[src/rtl/vga_timing_pkg.sv]
// Shared constants for the VGA raster timing generator: 640x480@60 defaults,
// counter width and sync polarity encoding.
package vga_timing_pkg;

    localparam int unsigned CNT_W = 10;

    localparam int unsigned DEF_H_ACTIVE = 640;
    localparam int unsigned DEF_H_FP     = 16;
    localparam int unsigned DEF_H_SYNC   = 96;
    localparam int unsigned DEF_H_BP     = 48;
    localparam int unsigned DEF_V_ACTIVE = 480;
    localparam int unsigned DEF_V_FP     = 10;
    localparam int unsigned DEF_V_SYNC   = 2;
    localparam int unsigned DEF_V_BP     = 33;

    localparam int unsigned SYNC_ACTIVE_LOW  = 0;
    localparam int unsigned SYNC_ACTIVE_HIGH = 1;

    // Pin level for a sync pulse given whether it is logically asserted.
    function automatic logic sync_level(input logic asserted, input int unsigned pol);
        return (pol == SYNC_ACTIVE_HIGH) ? asserted : ~asserted;
    endfunction

endpackage

[src/rtl/wrap_counter.sv]
// Modulus counter with enable, parameterised reset-load value, terminal-count flag
// and a look-ahead of the value it will take on the next enabled edge.
module wrap_counter #(
    parameter int unsigned WIDTH     = 10,
    parameter int unsigned MODULUS   = 800,
    parameter int unsigned RESET_VAL = MODULUS - 1
) (
    input  logic             clk,
    input  logic             rst_n,
    input  logic             en,
    output logic [WIDTH-1:0] count,
    output logic [WIDTH-1:0] count_next,
    output logic             at_max
);

    localparam logic [WIDTH-1:0] MAX_VAL  = WIDTH'(MODULUS - 1);
    localparam logic [WIDTH-1:0] LOAD_VAL = WIDTH'(RESET_VAL);

    logic [WIDTH-1:0] count_q;

    assign at_max     = (count_q == MAX_VAL);
    assign count_next = at_max ? '0 : count_q + WIDTH'(1);
    assign count      = count_q;

    always_ff @(posedge clk or negedge rst_n) begin
        if (!rst_n) begin
            count_q <= LOAD_VAL;
        end else if (en) begin
            count_q <= count_next;
        end
    end

endmodule

[src/rtl/vga_timing.sv]
// Raster timing generator: h/v counters advanced by the pixel strobe, with registered
// sync, active-video and line/frame markers aligned to the counters they describe.
module vga_timing
    import vga_timing_pkg::*;
#(
    parameter int unsigned H_ACTIVE = DEF_H_ACTIVE,
    parameter int unsigned H_FP     = DEF_H_FP,
    parameter int unsigned H_SYNC   = DEF_H_SYNC,
    parameter int unsigned H_BP     = DEF_H_BP,
    parameter int unsigned V_ACTIVE = DEF_V_ACTIVE,
    parameter int unsigned V_FP     = DEF_V_FP,
    parameter int unsigned V_SYNC   = DEF_V_SYNC,
    parameter int unsigned V_BP     = DEF_V_BP,
    parameter int unsigned SYNC_POL = SYNC_ACTIVE_LOW
) (
    input  logic             i_clk,
    input  logic             i_rstn,
    input  logic             i_pixStb,
    output logic [CNT_W-1:0] o_x,
    output logic [CNT_W-1:0] o_y,
    output logic             o_active,
    output logic             o_hsync,
    output logic             o_vsync,
    output logic             o_lineStart,
    output logic             o_frameStart,
    output logic             o_pixValid
);

    localparam int unsigned H_TOTAL = H_ACTIVE + H_FP + H_SYNC + H_BP;
    localparam int unsigned V_TOTAL = V_ACTIVE + V_FP + V_SYNC + V_BP;

    localparam logic [CNT_W-1:0] H_ACT_END = CNT_W'(H_ACTIVE);
    localparam logic [CNT_W-1:0] HS_START  = CNT_W'(H_ACTIVE + H_FP);
    localparam logic [CNT_W-1:0] HS_END    = CNT_W'(H_ACTIVE + H_FP + H_SYNC - 1);
    localparam logic [CNT_W-1:0] V_ACT_END = CNT_W'(V_ACTIVE);
    localparam logic [CNT_W-1:0] VS_START  = CNT_W'(V_ACTIVE + V_FP);
    localparam logic [CNT_W-1:0] VS_END    = CNT_W'(V_ACTIVE + V_FP + V_SYNC - 1);

    logic [CNT_W-1:0] x_q, y_q, x_next, y_step, y_next;
    logic             h_tc, v_tc;

    logic active_d, hsync_d, vsync_d, line_start_d, frame_start_d;
    logic active_q, hsync_q, vsync_q, line_start_q, frame_start_q, pix_valid_q;

    wrap_counter #(
        .WIDTH    (CNT_W),
        .MODULUS  (H_TOTAL),
        .RESET_VAL(H_TOTAL - 1)
    ) u_h_cnt (
        .clk       (i_clk),
        .rst_n     (i_rstn),
        .en        (i_pixStb),
        .count     (x_q),
        .count_next(x_next),
        .at_max    (h_tc)
    );

    wrap_counter #(
        .WIDTH    (CNT_W),
        .MODULUS  (V_TOTAL),
        .RESET_VAL(V_TOTAL - 1)
    ) u_v_cnt (
        .clk       (i_clk),
        .rst_n     (i_rstn),
        .en        (i_pixStb & h_tc),
        .count     (y_q),
        .count_next(y_step),
        .at_max    (v_tc)
    );

    // Decode from the look-ahead position so flags land together with the counters.
    always_comb begin
        y_next        = h_tc ? y_step : y_q;
        active_d      = (x_next < H_ACT_END) && (y_next < V_ACT_END);
        hsync_d       = sync_level((x_next >= HS_START) && (x_next <= HS_END), SYNC_POL);
        vsync_d       = sync_level((y_next >= VS_START) && (y_next <= VS_END), SYNC_POL);
        line_start_d  = h_tc;
        frame_start_d = h_tc & v_tc;
    end

    always_ff @(posedge i_clk or negedge i_rstn) begin
        if (!i_rstn) begin
            active_q      <= 1'b0;
            hsync_q       <= sync_level(1'b0, SYNC_POL);
            vsync_q       <= sync_level(1'b0, SYNC_POL);
            line_start_q  <= 1'b0;
            frame_start_q <= 1'b0;
            pix_valid_q   <= 1'b0;
        end else begin
            pix_valid_q <= i_pixStb;
            if (i_pixStb) begin
                active_q      <= active_d;
                hsync_q       <= hsync_d;
                vsync_q       <= vsync_d;
                line_start_q  <= line_start_d;
                frame_start_q <= frame_start_d;
            end else begin
                line_start_q  <= 1'b0;
                frame_start_q <= 1'b0;
            end
        end
    end

    assign o_x          = x_q;
    assign o_y          = y_q;
    assign o_active     = active_q;
    assign o_hsync      = hsync_q;
    assign o_vsync      = vsync_q;
    assign o_lineStart  = line_start_q;
    assign o_frameStart = frame_start_q;
    assign o_pixValid   = pix_valid_q;

endmodule

[config.mk]
export PLATFORM = sky130hd
export DESIGN_NAME = vga_timing
export DESIGN_NICKNAME = d
export VERILOG_FILES = /design/src/rtl/vga_timing_pkg.sv /design/src/rtl/wrap_counter.sv /design/src/rtl/vga_timing.sv
export SDC_FILE = /design/constraint.sdc
export NUM_CORES = 1
export LEC_CHECK = 0
export BUFFER_PORTS_ARGS = -buffer_cell sky130_fd_sc_hd__buf_4
export CORE_UTILIZATION = 55
export CTS_CLUSTER_SIZE = 40
export DETAILED_ROUTE_END_ITERATION = 8
export PLACE_DENSITY = 0.88
export SLEW_MARGIN = 10
export SYNTH_ARGS = -nofsm -noshare
export SYNTH_HDL_FRONTEND = slang
export SYNTH_SLANG_ARGS = --single-unit
export TNS_END_PERCENT = 10
[constraint.sdc]
create_clock -name i_clk -period 3.5 [get_ports i_clk]
set_input_delay 0.35 -clock i_clk [delete_from_list [all_inputs] [get_ports i_clk]]
set_output_delay 0.35 -clock i_clk [all_outputs]
set_load 0.05 [all_outputs]
# Word level (Yosys, flattened, before mapping)
# Index checks and enable logic that the tools add are counted.
[classes]
add_sub_neg = 2
n_mul = 0
n_div = 0
order_cmp = 6
eq_ne = 2
shift = 0
n_mux = 5
bitwise_logic = 4
n_reduce_logical = 3
[op_table]
columns = ["cell", "n"]
rows = [
  ["$mux W10", 3],
  ["$add A10 B1 Y10 const B", 2],
  ["$eq A10 B10 Y1 const B", 2],
  ["$ge A10 B10 Y1 const B", 1],
  ["$ge A10 B9 Y1 const B", 1],
  ["$le A10 B10 Y1 const B", 1],
  ["$le A10 B9 Y1 const B", 1],
  ["$lt A10 B10 Y1 const B", 1],
  ["$lt A10 B9 Y1 const B", 1],
  ["$logic_and A1 B1 Y1", 3],
  ["$and A1 B1 Y1", 2],
  ["$mux W1", 2],
  ["$not A1 Y1", 2],
]
[totals]
reg_bits = 26
latchBits = 0
mem_bits_rw = 0
rom_bits = 0
inputBits = 3
elab_cells = 30
mem_count = 0

# Logic depth before layout (Yosys ltp)
[logic_depth]
depth_word = 6
ltp_mapped = 8

# By module
# A second synthesis with hierarchy kept.
[hier_totals]
cells_unflattened = 184
area_unflattened_um2 = 1714.1
[modules_own_cells]
columns = ["module", "n_inst", "cells_per_inst", "area_each_um2", "seq_area_each_um2"]
rows = [
  ["wrap_counter at u_v_cnt", 1, 82, 738.2, 254.0],
  ["wrap_counter at u_h_cnt", 1, 71, 669.4, 259.0],
  ["vga_timing", 1, 31, 306.5, 152.6],
]

# Worst setup path after synthesis
# OpenSTA, ideal clock, no wires.
[synth_path]
kind = "register to register"
startpoint = "register u_h_cnt.count_q[1] (netlist: u_h_cnt.count[1])"
endpoint = "register vsync_q (netlist: o_vsync)"
setup_ps = 83
t_arrival_ps = 2326
slack_ps = 1090
path_stages_with_launch = 8
path_buffers = 1
period_less_slack_ps = 2410
cell_sequence = "dfstp_2 ha_1 nand4_2 or3_1 buf_2 nor4_2 o211ai_1 o32a_1"
[synth_between]
elab_chain_cells = 5
elab_cells_between_ends = 6
cone_classes = "2 x order compare; 1 x eq/ne; 1 x mux; 1 x bitwise; 1 x reduce/logical"
[synth_lines]
columns = ["element", "line_no", "text"]
rows = [
  ["start: declaration", "wrap_counter.sv:19", "logic [WIDTH-1:0] count_q;"],
  ["start signal: assignment", "wrap_counter.sv:29", "count_q <= count_next;"],
  ["$eq A10 B10 Y1 (*)", "wrap_counter.sv:21", "assign at_max = (count_q == MAX_VAL);"],
  ["$mux W10 (*)", "vga_timing.sv:73", "y_next = h_tc ? y_step : y_q;"],
  ["$ge A10 B9 Y1 / $le A10 B9 Y1 (equally long branches)", "vga_timing.sv:76", "vsync_d = sync_level((y_next >= VS_START) && (y_next <= VS_END), SYNC_POL);"],
  ["$logic_and A1 B1 Y1 (*)", "vga_timing.sv:76", ""],
  ["$not A1 Y1 (*)", "vga_timing_pkg.sv:21", "return (pol == SYNC_ACTIVE_HIGH) ? asserted : ~asserted;"],
  ["end signal: assignment", "vga_timing.sv:85", "vsync_q <= sync_level(1'b0, SYNC_POL);"],
  ["end signal: assignment", "vga_timing.sv:94", "vsync_q <= vsync_d;"],
  ["end: declaration", "vga_timing.sv:43", "logic active_q, hsync_q, vsync_q, line_start_q, frame_start_q, pix_valid_q;"],
]
# Every way passes the cells marked *; elsewhere a longest branch is shown, timed or not.
# A chain may end at the register's enable or synchronous reset.

# Worst setup path in the final report
[layout_path]
startpoint = "register u_h_cnt.count_q[1] (netlist: u_h_cnt.count[1])"
endpoint = "register active_q (netlist: o_active)"
[layout_between]
elab_chain_cells = 4
elab_cells_between_ends = 7
cone_classes = "1 x add/sub; 2 x order compare; 1 x eq/ne; 2 x mux; 1 x reduce/logical"
[layout_lines]
columns = ["element", "line_no", "text"]
rows = [
  ["$add A10 B1 Y10 / $eq A10 B10 Y1 (equally long branches)", "wrap_counter.sv:22, wrap_counter.sv:21", ""],
  ["$mux W10 (on tied branches)", "wrap_counter.sv:22, vga_timing.sv:73", ""],
  ["$lt A10 B10 Y1 / $lt A10 B9 Y1 (equally long branches)", "vga_timing.sv:74", "active_d = (x_next < H_ACT_END) && (y_next < V_ACT_END);"],
  ["$logic_and A1 B1 Y1 (*)", "vga_timing.sv:74", ""],
  ["end signal: assignment", "vga_timing.sv:92", "active_q <= active_d;"],
  ["end: declaration", "vga_timing.sv:43", ""],
]
# Marks and branches as above.

==> impl_metrics.toml <==
[route]
vias = 1511
drtIter0Drc = 77
drt_pass1_iterations = 4
wirelength_mm = 3.923
route.detailed.wl_per_inst_um = 16.62
post_dr_vias_cell = 6.403
detail_route.drc_violations = 0
route.antenna.remaining_nets = 0

[critical_path]
worstPathArrival_ns = 2.70
cp_data_required_time_ns = 3.73
rr_startpoint = "u_h_cnt.count[1]"
timing.critical_path.fanout_max = 8
crit_path_end_kind = "register"
critical_path_class = "register to register"
reg2reg_slack_ns = 1.03
critPathLaunch = "u_h_cnt.count[1]"
worst_setup_path_start_kind = "register"

[final_layout]
nNetsFinal = 213
antenna-diode-count = 0
stdcell_area_mm2 = 0.001887
area_growth_syn_to_layout_pct = 15.11
fill_cells = 234
layout-drive-gt1-share_pct = 26.83
finish.cell_count_without_fillers = 236

[clock_tree]
post_cts.resized_instances = 0
clock_insertion_delay_worst_skew_ns = 0.33
path_clk_slew_ns = 0.14
cts_tree = "done"
cts-htree-levels = 1
post_cts.repair.setup_buffers = 0
cts-root-to-sink-buffers = 2
ctsRootBufferMaster = "clkbuf_4"
clock_buffers_created_by_tritoncts = 3
count_of_clock_tree_sinks = 26

[placement]
numPortBuffers = 28
hpwlAfterDp_mm = 2.823
postPlaceCellArea_mm2 = 0.001841
routabilityCongestion = 0.9059
placed_cells_incl_taps = 231

[timing]
achievable-frequency_mhz = 404.8
final_setup_fails = 0
worstMarginPinSlew_ns = 0.7974
final_period_minus_worst_setup_slack_ns = 2.471
rsz0062_at_grt = "no"
relSlewSlack_pct = 46.43
final_hold_viol_count = 0
timing.final.crit_share_pct = 70.59
finClkSkew_ns = 0.003659
final_max_slew_viol_count = 0
timing.setup.tns_ns = 0

[die]
fp.coreArea_mm2 = 0.002781
fp.dieW_um = 56.59
die_height_um = 56.59
die_area_mm2 = 0.003202
num_rows = 19
initial_core_util_pct = 58.93
top_level_ports = 29

[pwr]
vdd.ir_drop.worst_mv = 0.7460
cellInternalPower_uw = 647.5
seqPwrFrac_pct = 40.9
power_density_mw_per_mm2 = 654.9
share_comb_of_total_power_pct = 46.5
sw_frac_of_total_pct = 47.60
clockPowerShare_pct = 12.6
net_switching_component_of_the_power_uw = 588.1
total_leakage_power_nw = 0.7764

[yosys]
netlist_area_mm2 = 0.001639
postSynthAreaPerCell_um2 = 8.957
top_flip_flop_cell_by_instance_count_after_synthesis = "dfrtp_1"
asyncSetResetFlopFracSynth_pct = 100.0
ys_top_cells_by_count = "nand2_1 (23), o21ai_0 (15), dfrtp_1 (14)"
synth_compound_gate_area_share_pct = 18.40
yosys.cell_count.top_type = "nand2_1"
synthDominantCellAreaShare_pct = 21.37
synth_xor_area_share_pct = 4.809
post_synth_and_or_nand_nor_area_fraction_pct = 26.56
post_synth_main_area_contributors = "dfrtp_1 (21%), dfstp_2 (19%), nand2_1 (5.3%)"
synth_adder_area_share_pct = 3.053
yosys-mux-area-fraction_pct = 1.832
post_synth_inst_count = 183
number_of_synthesized_flops_with_an_enable_pin = 0
yosys.area.top_type = "dfrtp_1"
combinational_family_with_the_most_area_after_synthesis = "simple AND/OR/NAND/NOR gates"
post_synth_num_cell_types = 50
synth.net_count = 190
yosys_register_bits = 26
synthesis.yosys.warnings = 0
synth-seq-area-share_pct = 40.61

[run_status]
outcome = "complete, no violations"

[grt]
first_global_vias = 1430
first_pass_grt_wire_length_mm = 6.686
grt_remaining_overflow = 0
largest_net_degree_at_the_start_of_global_routing = 27
globalRouteTotalUtil_pct = 26.60
antenna_violations_before_repair = 0

[run]
max_cap_viols = 0

[hold_path]
holdCritPathClass = "input port to register"
worstHoldStart = "i_pixStb"
## worst max-delay path, cell delays in order (launching register included)
cell and delay, ns:
dfstp_2 0.61, ha_1 0.28, nand4_2 0.16, nor3_1 0.68, a41oi_1 0.21, a21boi_0 0.18, a32o_1 0.26
## final cells by class
class	count	area (µm²)	share of cell area (%)
clock buffers	4	36.28	1.923
inverters	8	30.03	1.592
multi-input cells	138	895.9	47.48
flip-flops and latches	26	665.6	35.28
well taps	31	38.79	2.056
repair buffers	29	220.2	11.67
## sequential cells by signal, summed over array words and instances, names as in the netlist
signal	flops
o_pixValid	1
o_vsync	1
u_v_cnt.count	10
o_hsync	1
o_frameStart	1
o_active	1
o_lineStart	1
u_h_cnt.count	10
## final timing paths
kind / to / depth (start not counted)
worst max-delay path: o_active / 6
worst min-delay path: o_pixValid / 1
worst max register to register: o_active / 6
worst min register to register: o_hsync / 2
max in group asynchronous: u_h_cnt.count[0] / 2
min in group asynchronous: o_active / 2
## timing repair
action / CTS / global route
hold buffers: 1 / 0
hold endpoints to repair: 14 / 0
endpoints found under the setup margin: 0 / 0
## power by group through the flow
stage	Sequential (mW)	Clock [mW]	Combinational [mW]
2_1_floorplan	0.677	0	0.234
3_3_place_gp	0.496	0	0.563
3_5_place_dp	0.505	0	0.570
4_1_cts	0.500	0.159	0.575
5_1_grt	0.518	0.172	0.609
6_report	0.505	0.156	0.575
## stage by stage
stage	utilization (%)	total power, mW	setup WS, ns	hold WS (ns)
after global placement	66.17	1.059	1.198	0.2685
after global routing	67.84	1.299	0.8094	0.2091
final	67.84	1.236	1.030	0.2285
after detailed placement	66.17	1.075	1.095	0.2776
after CTS	67.84	1.234	1.055	0.2185
after floorplan	-	0.9108	1.090	0.05441
## routing by layer
layer  routed length, µm  share of wire [%]  up-vias  GRT usage (%)
met3                 234                6.0        7          2.765
li1                    -                  -      711              -
met2                1974                 50       68          44.37
met4                  62                1.6        0          11.50
met1                1652                 42      725          34.98
met5                   0                  0        -              0
## cell usage in the layout (no fill, tap or decap), types with 2 or more instances in the layout
cell type,instances
dfrtp_1,14
a21oi_1,6
clkbuf_4,3
nand2_1,23
nor3_1,3
o211ai_1,2
o31ai_1,5
a31oi_1,3
mux2i_1,3
and2_1,4
inv_2,2
o22ai_1,2
a41oi_1,4
dfstp_2,12
and3_1,2
xnor2_1,7
nor2_1,13
nand4_1,3
ha_1,4
nand2b_1,2
nor2b_1,3
nor4_2,2
o21ai_0,15
nand3_1,8
inv_1,6
buf_4,28
xor2_1,2
## kinds of logic (layout without fill, tap and decap cells)
group | count (synthesis) | count (layout)
flip-flops | 26 | 26
AND/OR/NAND/NOR | 76 | 76
multiplexers | 3 | 3
adder cells (fa/ha/maj) | 4 | 4
XOR/XNOR | 9 | 9
AO/OA/AOI/OAI | 46 | 46
buffers and inverters | 19 | 41
(Power assumes the default switching activity.)
